`src/rtl/mem_arbiter.sv`:
```
// Round-robin arbiter sharing one backing-memory port between the icache and dcache miss paths.
// One line transaction in flight at a time, sequenced through command, write-data and response phases.
module mem_arbiter #(
    parameter int ADDR_W = 32,
    parameter int DATA_W = 128
) (
    input  logic                  clk,
    input  logic                  reset,
    input  logic                  ic_req_valid,
    input  logic [ADDR_W-1:0]     ic_req_addr,
    output logic                  ic_req_ready,
    output logic                  ic_resp_valid,
    output logic [DATA_W-1:0]     ic_resp_data,
    input  logic                  dc_req_valid,
    input  logic                  dc_req_rw,
    input  logic [ADDR_W-1:0]     dc_req_addr,
    input  logic [DATA_W-1:0]     dc_req_wdata,
    input  logic [DATA_W/8-1:0]   dc_req_wmask,
    output logic                  dc_req_ready,
    output logic                  dc_resp_valid,
    output logic [DATA_W-1:0]     dc_resp_data,
    output logic                  mem_req_valid,
    input  logic                  mem_req_ready,
    output logic                  mem_req_rw,
    output logic [ADDR_W-1:0]     mem_req_addr,
    output logic                  mem_req_data_valid,
    input  logic                  mem_req_data_ready,
    output logic [DATA_W-1:0]     mem_req_data_bits,
    output logic [DATA_W/8-1:0]   mem_req_data_mask,
    input  logic                  mem_resp_valid,
    input  logic [DATA_W-1:0]     mem_resp_data,
    output logic                  busy,
    output logic                  err_spurious
);

    typedef enum logic [1:0] {IDLE, CMD, WDATA, RESP} state_t;

    state_t                state;
    state_t                state_next;
    logic                  last_dc;
    logic                  owner_dc;
    logic                  rw_q;
    logic [ADDR_W-1:0]     addr_q;
    logic [DATA_W-1:0]     wdata_q;
    logic [DATA_W/8-1:0]   wmask_q;
    logic                  gnt_ic;
    logic                  gnt_dc;
    logic                  accept;

    // On a tie the requester that did not win last time gets the grant.
    assign gnt_dc = dc_req_valid & (~ic_req_valid | ~last_dc);
    assign gnt_ic = ic_req_valid & ~gnt_dc;
    assign accept = (state == IDLE) & (gnt_ic | gnt_dc);

    assign mem_req_rw        = rw_q;
    assign mem_req_addr      = addr_q;
    assign mem_req_data_bits = wdata_q;
    assign mem_req_data_mask = wmask_q;

    always_ff @(posedge clk or posedge reset) begin
        if (reset) begin
            state <= IDLE;
        end else begin
            state <= state_next;
        end
    end

    always_comb begin
        state_next = state;
        case (state)
            IDLE:    if (accept) state_next = CMD;
            CMD:     if (mem_req_ready) state_next = rw_q ? WDATA : RESP;
            WDATA:   if (mem_req_data_ready) state_next = IDLE;
            RESP:    if (mem_resp_valid) state_next = IDLE;
            default: state_next = IDLE;
        endcase
    end

    always_comb begin
        ic_req_ready       = 1'b0;
        dc_req_ready       = 1'b0;
        mem_req_valid      = 1'b0;
        mem_req_data_valid = 1'b0;
        busy               = 1'b1;
        case (state)
            IDLE: begin
                busy         = 1'b0;
                ic_req_ready = gnt_ic;
                dc_req_ready = gnt_dc;
            end
            CMD:     mem_req_valid      = 1'b1;
            WDATA:   mem_req_data_valid = 1'b1;
            default: ;
        endcase
    end

    // Requester fields are captured once at accept; later input changes are ignored.
    always_ff @(posedge clk or posedge reset) begin
        if (reset) begin
            last_dc  <= 1'b0;
            owner_dc <= 1'b0;
            rw_q     <= 1'b0;
            addr_q   <= '0;
            wdata_q  <= '0;
            wmask_q  <= '0;
        end else if (accept) begin
            last_dc  <= gnt_dc;
            owner_dc <= gnt_dc;
            rw_q     <= gnt_dc & dc_req_rw;
            addr_q   <= gnt_dc ? dc_req_addr : ic_req_addr;
            wdata_q  <= gnt_dc ? dc_req_wdata : '0;
            wmask_q  <= gnt_dc ? dc_req_wmask : '0;
        end
    end

    always_ff @(posedge clk or posedge reset) begin
        if (reset) begin
            ic_resp_valid <= 1'b0;
            ic_resp_data  <= '0;
            dc_resp_valid <= 1'b0;
            dc_resp_data  <= '0;
            err_spurious  <= 1'b0;
        end else begin
            ic_resp_valid <= 1'b0;
            dc_resp_valid <= 1'b0;
            if (state == WDATA && mem_req_data_ready) begin
                dc_resp_valid <= 1'b1;
                dc_resp_data  <= '0;
            end
            if (state == RESP && mem_resp_valid) begin
                if (owner_dc) begin
                    dc_resp_valid <= 1'b1;
                    dc_resp_data  <= mem_resp_data;
                end else begin
                    ic_resp_valid <= 1'b1;
                    ic_resp_data  <= mem_resp_data;
                end
            end
            // Responses outside RESP are dropped and flagged until the next reset.
            if (state != RESP && mem_resp_valid) begin
                err_spurious <= 1'b1;
            end
        end
    end

endmodule

```
`config.mk`:
```
export PLATFORM = sky130hd
export DESIGN_NAME = mem_arbiter
export DESIGN_NICKNAME = d
export VERILOG_FILES = /design/src/rtl/mem_arbiter.sv
export SDC_FILE = /design/constraint.sdc
export NUM_CORES = 1
export LEC_CHECK = 0
export CAP_MARGIN = 20
export CORE_AREA = 2 2 307 309
export DETAILED_ROUTE_END_ITERATION = 10
export DIE_AREA = 0 0 309 311
export PLACE_DENSITY = 0.53
export RECOVER_POWER = 50
export SLEW_MARGIN = 20
export SYNTH_ARGS = -nofsm -noshare
export SYNTH_HDL_FRONTEND = slang
export SYNTH_SLANG_ARGS = --single-unit
```
`constraint.sdc`:
```
create_clock -name clk -period 17.5 [get_ports clk]
set_input_delay 3.5 -clock clk [delete_from_list [all_inputs] [get_ports clk]]
set_output_delay 3.5 -clock clk [all_outputs]
set_load 0.01 [all_outputs]
```
==> impl_metrics.json <==
{
  "power_leakage_nw": 12.31,
  "clk_pin_slew_worst_paths_ns": 0.05,
  "p_sw_mw": 1.518,
  "cp-start-kind": "primary input",
  "intPower_mw": 3.249,
  "worstPathMaxFanout": 54,
  "drt.antenna.violating_nets": 0,
  "use_met3_pct": 5.074,
  "use_met1_pct": 14.13,
  "synth_edf_count": 0,
  "finalSetupTns_ns": 0,
  "placementRows": 112,
  "hold_violations": 0,
  "rsz0062_at_grt": "false",
  "yosysSeqAreaShare_pct": 66.41,
  "status": "finished with violations",
  "hold_ws_ns": 0.4903,
  "cts_tree": "yes",
  "slew_viol_final": 326,
  "synthDistinctLibCells": 21,
  "final_layout_size_suffix_gt1_share_pct": 15.27,
  "coreArea_um2": 92770,
  "register_area_um2": 10990,
  "synthFlopType": "dfrtp_1",
  "hold_buffers": 0,
  "pwr-share-clk_pct": 23.5,
  "synthCells": 1011,
  "fillers": 9327,
  "syn_area_um2": 16540,
  "syn_nets": 1355,
  "pin_count": 785,
  "max_slew_margin_pct": -204.0,
  "grt_max_degree": 146,
  "powerDensity_nw_per_um2": 174.4,
  "clkLatencyLatePin_ns": 0.62,
  "finalWorstSetupSlack_ns": 6.240,
  "h-tree-depth": 2,
  "synthArstFlopShare_pct": 100.0,
  "wl_per_cell_um": 20.67,
  "grt_util_met2_pct": 22.01,
  "synth_top_area_share_pct": 66.41,
  "busiest_layer": "met2",
  "min_path_type": "reg -> reg",
  "die-area_um2": 96100,
  "yosysMostFrequentCell": "dfrtp_1",
  "fin_crit_ns": 11.26,
  "post_cts_buffers": 0,
  "cp-end-kind": "output port",
  "min_period_over_period_pct": 64.34,
  "gp_congestion": 0.7742,
  "crit_required_ns": 14.00,
  "critical_path_class": "in -> out",
  "drc_errors": 0,
  "arrival_ns": 7.76,
  "seqPwrFrac_pct": 35.7,
  "multi_input_area_um2": 5022,
  "power_frac_comb_pct": 40.9,
  "via_count": 12150,
  "synth_area_leaders": "dfrtp_1, a22o_1, mux2_4, mux2_2, buf_2",
  "clock-sinks": 439,
  "clock_path_buffers": 3,
  "first_pass_iters": 4,
  "dpl_worst_slack_ns": 8.393,
  "swShare_pct": 31.84,
  "cts-buffers-inserted": 52,
  "p_total_mw": 4.766,
  "ys_seq_elements": 439,
  "die_w_um": 309,
  "cts_resized": 0,
  "synth_top_cell_by_area": "dfrtp_1",
  "fin_nets": 2128,
  "viasPerCell": 3.944,
  "grt_pass1_wl_um": 91290,
  "grt_usage_pct": 12.68,
  "violations": "capacitance limit, slew limit",
  "fmaxAchievable_mhz": 88.81,
  "portBuffers": 784,
  "initial_core_util_pct": 17.83,
  "tightest_slew_ns": 4.535,
  "routed_wl_um": 63650,
  "cts-root-buf": "clkbuf_16",
  "dp_cells": 2983,
  "antenna_found_initial": 17,
  "synth_warnings": 0,
  "gr-total-overflow": 0,
  "setup_viol": 0,
  "drt_iter0_markers": 623,
  "clock_skew_ns": 0.02164,
  "die_h_um": 311,
  "synth_common_cells": "dfrtp_1, a22o_1, mux2_4",
  "fin_cells": 3079,
  "dp_hpwl_um": 45940,
  "grt_pass1_vias": 13020,
  "ir_worst_vdd_v": 0.00007990,
  "syn_avg_cell_area_um2": 16.36,
  "maxCapViolations": 5,
  "synthToLayoutAreaGrowth_pct": 65.24
}
-- worst max-delay path: stages --
cell,delay (ns)
dlygate4sd3_1,0.63
a21boi_0,0.32
and2_0,2.37
clkdlybuf4s50_1,0.93
-- placed cells by master (no fill, tap or decap), drive strengths merged --
master	synthesis	final
clkbuf	8	73
a22o	273	273
dlygate4sd3	0	261
nand2	3	3
clkinvlp	0	4
a21o	2	2
mux2	192	192
clkinv	0	8
nor2	2	2
or2	1	1
diode	0	5
nor2b	3	3
a21boi	1	1
buf	72	13
dfrtp	439	439
clkdlybuf4s50	0	523
and2	1	1
and4	1	1
and2b	1	1
a21oi	2	2
inv	5	6
bufinv	0	6
nand3	1	1
o21ai	4	4
-- state kept, by name (all words and copies together) (netlist names) --
register,cells
err_spurious,1
state,2
mem_req_data_bits,128
mem_req_rw,1
ic_resp_valid,1
owner_dc,1
dc_resp_data,128
mem_req_data_mask,16
ic_resp_data,128
mem_req_addr,32
dc_resp_valid,1
-- final cells by class --
type | instances | share of cell area (%)
sequential | 439 | 40.19
timing repair buffer | 799 | 29.14
multi-input combinational | 487 | 18.37
tap | 1254 | 5.740
clock buffer | 71 | 5.388
clock inverter | 19 | 1.048
inverter | 5 | 0.07324
antenna | 5 | 0.04577
-- layer usage --
layer / up-vias / part of all wire [%]
met4: 22 / 2.8
met5: - / 0.23
li1: 5377 / -
met1: 6093 / 38
met2: 543 / 50
met3: 110 / 9.5
-- path summary, 6_finish.rpt --
kind                       slack (ns)  cells past startpoint                  startpoint                            end
min in group asynchronous        4.74                      2                       reset   mem_req_addr[26]$_DFFE_PP0P_
hold reg to reg                  0.49                      1  dc_resp_data[16]$_DFF_PP0_     dc_resp_data[16]$_DFF_PP0_
max in group asynchronous        6.88                      5                       reset  ic_resp_data[102]$_DFFE_PP0P_
setup / recovery                 6.24                      4                ic_req_valid                   dc_req_ready
hold / removal                   0.49                      1  dc_resp_data[16]$_DFF_PP0_     dc_resp_data[16]$_DFF_PP0_
setup reg to reg                11.53                      6        owner_dc$_DFFE_PP0P_     dc_resp_data[66]$_DFF_PP0_
-- per-stage QoR --
step	util (%)	instance area (µm²)
CTS	29.54	27400
floorplan	-	16540
global route	29.45	27320
global placement	27.64	25640
detailed placement	27.64	25640
finish	29.46	27330
-- power groups by stage --
stage               logic (mW)  clock network (mW)  registers (mW)
floorplan                0.700                   0            1.87
global placement          2.07                   0            1.71
detailed placement        2.09                   0            1.72
CTS                       2.09                1.16            1.72
global route              2.07                1.20            1.75
finish                    1.95                1.12            1.70
-- logic make-up (layout without fill, tap and decap cells) --
group	Yosys count	count (layout)	synth area share [%]
and+or+nand+nor	13	13	0.4463
DFF	439	439	66.41
buffers and inverters	85	894	2.965
other	0	5	0
muxes	192	192	15.36
AOI/OAI and AO/OA	282	282	14.82
Power figures use the tool's default switching activity.
==> edit 1, RTL diff (same flow settings) <==
Encoding of `state_t`: now one-hot (4 bits for 4 states).
--- a/src/rtl/mem_arbiter.sv
+++ b/src/rtl/mem_arbiter.sv
@@ -35,3 +35,3 @@
 
-    typedef enum logic [1:0] {IDLE, CMD, WDATA, RESP} state_t;
+    typedef enum logic [3:0] {IDLE = 4'b0001, CMD = 4'b0010, WDATA = 4'b0100, RESP = 4'b1000} state_t;
 
Function: same outputs for any inputs over 4 cycles, from zero or initial values and one cycle with reset high; so few cycles prove little.
==> edit 1 against the unedited design <==
The flow still finishes with violations (max-capacitance violations, max-slew violations); design area decreased by 0.97%; hold slack worse by 0.025 ns; cell count grew 0.26%; wire length is 0.88% higher; sequential share of layout area rose by 0.58 points; synthesized area down 2.0%; power fell by 8.6%; worst setup slack gained 1.2 ns; clock skew increased by 0.0025 ns; global-route usage is 0.22 points higher; critical path depth did not move; sequential cell count grew 2; highest routed layer unchanged.
==> edit 1: results (changes against the unedited design) <==
{
  "critical_path": {
    "timing.reg2reg.worst_path_depth": {"value": 5, "change": "-1"},
    "reg2reg_from": "state[2]",
    "cp_max_fo": {"value": 119, "change": "+120%"},
    "ff2ff_setup_slack": {"value": 12.61, "unit": "ns", "change": "+1.08 ns"},
    "worstReg2RegEnd": "dc_resp_data[38]",
    "critical_path_arrival": {"value": 10.70, "unit": "ns", "change": "+2.94 ns"}
  },
  "grt": {
    "global_route_wire_length_before_repair": {"value": 92700, "unit": "um", "change": "+1.6%"},
    "antenna_found_initial": {"value": 21, "change": "+4"},
    "via_count_of_the_first_global_routing_pass": {"value": 13300, "change": "+2.2%"},
    "largest_net_degree_at_the_start_of_global_routing": {"value": 139, "change": "-4.8%"},
    "grt_util_all_layers": {"value": 0.129, "change": "+0.00222"}
  },
  "synthesis": {
    "synth.cells.most_frequent": "440 x sky130_fd_sc_hd__dfrtp_1, 274 x sky130_fd_sc_hd__a22o_1, 160 x sky130_fd_sc_hd__mux2_1",
    "synth_cell_type_count": {"value": 29, "change": "+38%"},
    "synthTopCellsByArea": "sky130_fd_sc_hd__dfrtp_1 68%, sky130_fd_sc_hd__a22o_1 15%, sky130_fd_sc_hd__mux2_1 11%",
    "mappedNetlistNets": {"value": 1362, "change": "+0.52%"}
  },
  "sta": {
    "fin_skew": {"value": 0.0241, "unit": "ns", "change": "+0.00247 ns"},
    "count_of_pins_over_their_slew_limit": {"value": 256, "change": "-21%"},
    "max_slew_margin": {"value": -2.72, "change": "-0.676"}
  },
  "cts": {
    "cts-buffers-inserted": {"value": 51, "change": "-1.9%"},
    "clk-insertion-delay-late": {"value": 0.60, "unit": "ns", "change": "-0.02 ns"}
  },
  "status": {
    "status": "complete, but fails checks",
    "failed_checks": "max-capacitance violations, max-slew violations"
  },
  "placement": {
    "globalplace.congestion": {"value": 0.820, "change": "+5.9%"},
    "detailedPlace.worstSlack": {"value": 8.19, "unit": "ns", "change": "-0.205 ns"},
    "place_hpwl": {"value": 47300, "unit": "um", "change": "+2.9%"}
  },
  "cells_and_area": {
    "final_layout_net_count": {"value": 2133, "change": "+0.23%"},
    "filler_cell_count": {"value": 9377, "change": "+0.54%"}
  },
  "hold_path": {
    "timing.hold.worst.start": "err_spurious",
    "min_to": "err_spurious"
  },
  "pwr": {
    "leakage": {"value": 12.7, "unit": "nW", "change": "+3.3%"},
    "switching_share": {"value": 0.322, "change": "+0.00358"},
    "vdd.ir_drop.worst": {"value": 0.0000722, "unit": "V", "change": "-9.7%"}
  },
  "run": {
    "drv_cap": {"value": 4, "change": "-1"}
  },
  "route": {
    "first_pass_iters": {"value": 4, "change": "unchanged"}
  }
}
## edit 1: cell families after synthesis
kind of cell,synth area share
AOI/OAI and AO/OA,0.152
buffers and inverters,0.0249
DFF,0.681
muxes,0.133
and+or+nand+nor,0.00857
## edit 1: worst max-delay path by stage
stage            startpoint                    end  slack [ns]  cells past startpoint
2_1_floorplan         reset        dc_resp_data[0]        1.71                      1
3_3_place_gp   dc_req_valid           dc_req_ready        8.21                      5
3_5_place_dp   dc_req_valid           dc_req_ready        8.19                      5
4_1_cts        dc_req_valid           dc_req_ready        8.18                      5
5_1_grt               reset  mem_req_data_mask[14]        5.86                      4
6_report              reset  mem_req_data_bits[34]        7.40                      4
## edit 1: layout make-up
cell class                 instances  area share
timing repair buffer             798       0.294
inverter                           6    0.000878
clock buffer                      70      0.0553
antenna                            4    0.000370
clock inverter                    23     0.00661
tap                             1254      0.0580
sequential                       441       0.408
multi-input combinational        491       0.177
## edit 1: through the flow
step,hold slack (ns),util,instance area (um^2),std cells,power (mW)
finish,0.465,0.292,27100,3087,4.36
global route,0.494,0.292,27100,3084,4.60
CTS,0.476,0.292,27100,3083,4.56
detailed placement,0.453,0.274,25400,2990,3.45
global placement,0.459,0.274,25400,2990,3.44
floorplan,0.493,-,16200,1018,2.31
## edit 1: power groups by stage
stage	combinational (mW)	clock [mW]	sequential, mW
after floorplan	0.498	0	1.81
after global placement	1.77	0	1.67
after detailed placement	1.78	0	1.67
after CTS	1.78	1.11	1.66
after global routing	1.75	1.15	1.70
final	1.64	1.07	1.65
## edit 1: worst max-delay path: stages
cell and delay (ns):
sky130_fd_sc_hd__dlygate4sd3_1 0.55, sky130_fd_sc_hd__clkinvlp_2 3.06, sky130_fd_sc_hd__clkbuf_1 2.37, sky130_fd_sc_hd__buf_4 0.94
## edit 1: routing by layer
layer,track usage,share of wire,vias up
met5,0,0.0036,-
met4,0.0506,0.039,36
met3,0.0620,0.11,134
met2,0.212,0.47,556
met1,0.143,0.37,6029
li1,-,-,5416
==> edit 2, RTL diff (config.mk and constraints unchanged) <==
Without the edit above. Change the parameter `ADDR_W` from 32 to 36.
--- a/src/rtl/mem_arbiter.sv
+++ b/src/rtl/mem_arbiter.sv
@@ -3,3 +3,3 @@
 module mem_arbiter #(
-    parameter int ADDR_W = 32,
+    parameter int ADDR_W = 36,
     parameter int DATA_W = 128
Ports: changed (resized dc_req_addr, ic_req_addr and mem_req_addr); port bits go from 785 to 797. No check against the original RTL was run, so the function may have changed too.
==> edit 2 against the unedited design <==
Design area rose by 1.5%; worst setup slack worse by 0.61 ns; critical endpoint unchanged; critical path type unchanged; power grew 2.3%; clock power rose by 5%; the run still ends with max-capacitance violations, max-slew violations left; synthesized area up 1.3%; synthesized cell count rose by 1.4%; wire length rose by 2.4%; sequential cell count grew 4.
==> edit 2: results (changes against the unedited design) <==
{
  "grt": {
    "largest_net_degree_at_the_start_of_global_routing": {"value": 120, "change": "-18%"},
    "via_count_of_the_first_global_routing_pass": {"value": 13700, "change": "+5.4%"},
    "global_route_wire_length_before_repair": {"value": 95000, "unit": "um", "change": "+4.1%"}
  },
  "critical_path": {
    "critical_path_arrival": {"value": 8.37, "unit": "ns", "change": "+0.61 ns"},
    "timing.reg2reg.worst_path_depth": {"value": 4, "change": "-2"},
    "ff2ff_setup_slack": {"value": 11.82, "unit": "ns", "change": "+0.29 ns"},
    "worstReg2RegEnd": "mem_req_data_bits[90]",
    "reg2reg_from": "state[1]",
    "cp_slowest_stage_delay": {"value": 3.06, "unit": "ns", "change": "+0.69 ns"}
  },
  "run": {
    "drv_cap": {"value": 9, "change": "+4"}
  },
  "sta": {
    "fin_skew": {"value": 0.0172, "unit": "ns", "change": "-0.00440 ns"},
    "max_slew_margin": {"value": -2.62, "change": "-0.583"},
    "count_of_pins_over_their_slew_limit": {"value": 607, "change": "+86%"}
  },
  "synthesis": {
    "synth_cell_type_count": {"value": 22, "change": "+4.8%"},
    "mappedNetlistNets": {"value": 1377, "change": "+1.6%"}
  },
  "cells_and_area": {
    "final_layout_net_count": {"value": 2160, "change": "+1.5%"},
    "filler_cell_count": {"value": 9381, "change": "+0.58%"},
    "fraction_of_final_layout_cells_sized_beyond_drive_strength_1": {"value": 0.157, "change": "+0.00401"}
  },
  "route": {
    "drt_iter0_drc": {"value": 681, "change": "+9.3%"},
    "wl": {"value": 65200, "unit": "um", "change": "+2.4%"},
    "drt-wirelength-per-cell": {"value": 21.0, "unit": "um", "change": "+1.5%"}
  },
  "hold_path": {
    "timing.hold.worst.start": "err_spurious"
  },
  "pwr": {
    "p_int": {"value": 3.33, "unit": "mW", "change": "+2.6%"},
    "vdd.ir_drop.worst": {"value": 0.000162, "unit": "V", "change": "+100%"},
    "leakage": {"value": 12.6, "unit": "nW", "change": "+2.1%"}
  },
  "status": {
    "status": "complete, but fails checks",
    "failed_checks": "max-capacitance violations, max-slew violations"
  },
  "cts": {
    "cts-buffers-inserted": {"value": 53, "change": "+1.9%"}
  },
  "placement": {
    "place_hpwl": {"value": 47500, "unit": "um", "change": "+3.3%"},
    "port_buffers": {"value": 796, "change": "+1.5%"}
  }
}
[edit 2: worst max path at each step]
stage                 start              end  slack, ns
2_1_floorplan         reset  dc_resp_data[0]       1.66
3_3_place_gp   ic_req_valid     dc_req_ready       8.33
3_5_place_dp   ic_req_valid     dc_req_ready       8.35
4_1_cts        ic_req_valid     dc_req_ready       8.33
5_1_grt        ic_req_valid     dc_req_ready       5.30
6_report       ic_req_valid     dc_req_ready       5.63
[edit 2: area by class of cell]
type	count	area [um^2]	area share
Sequential cell	443	11100	0.400
Timing Repair Buffer	810	8060	0.290
Multi-Input combinational cell	495	5120	0.185
Clock buffer	81	1630	0.0589
Tap cell	1254	1570	0.0566
Clock inverter	16	250	0.00902
Inverter	5	20.0	0.000722
Antenna cell	2	5.00	0.000180
[edit 2: metrics by stage]
stage | hold WS, ns | power [mW] | setup slack [ns] | instance area (um^2) | utilization
4_1_cts | 0.462 | 5.07 | 8.33 | 27800 | 0.300
3_3_place_gp | 0.446 | 3.82 | 8.33 | 25900 | 0.280
2_1_floorplan | 0.483 | 2.60 | 1.66 | 16800 | -
6_report | 0.456 | 4.87 | 5.63 | 27700 | 0.299
5_1_grt | 0.486 | 5.13 | 5.30 | 27700 | 0.299
3_5_place_dp | 0.443 | 3.84 | 8.35 | 25900 | 0.280
[edit 2: layer usage]
metal / track usage / share of wire / vias up
li1: - / - / 5426
met1: 0.149 / 0.38 / 6321
met2: 0.221 / 0.49 / 581
met3: 0.0558 / 0.10 / 114
met4: 0.0396 / 0.026 / 24
met5: 0 / 0.0026 / -
[edit 2: cells by family after synthesis]
group	share of synthesized area
AOI/OAI and AO/OA	0.146
buffers and inverters	0.0309
DFF	0.662
muxes	0.157
and+or+nand+nor	0.00448
[edit 2: power groups by stage]
stage                     combinational [mW]  sequential, mW  clock, mW
after floorplan                        0.713            1.89          0
after global placement                  2.10            1.72          0
after detailed placement                2.11            1.73          0
after CTS                               2.12            1.73       1.22
after global routing                    2.11            1.76       1.26
final                                   1.98            1.71       1.18
[edit 2: worst reg2reg max path, cell delays in order, from the launching register on]
cell,delay (ns)
sky130_fd_sc_hd__dfrtp_1,0.46
sky130_fd_sc_hd__nor2_1,0.58
sky130_fd_sc_hd__and2_0,3.16
sky130_fd_sc_hd__buf_4,1.08
sky130_fd_sc_hd__a22o_1,0.33
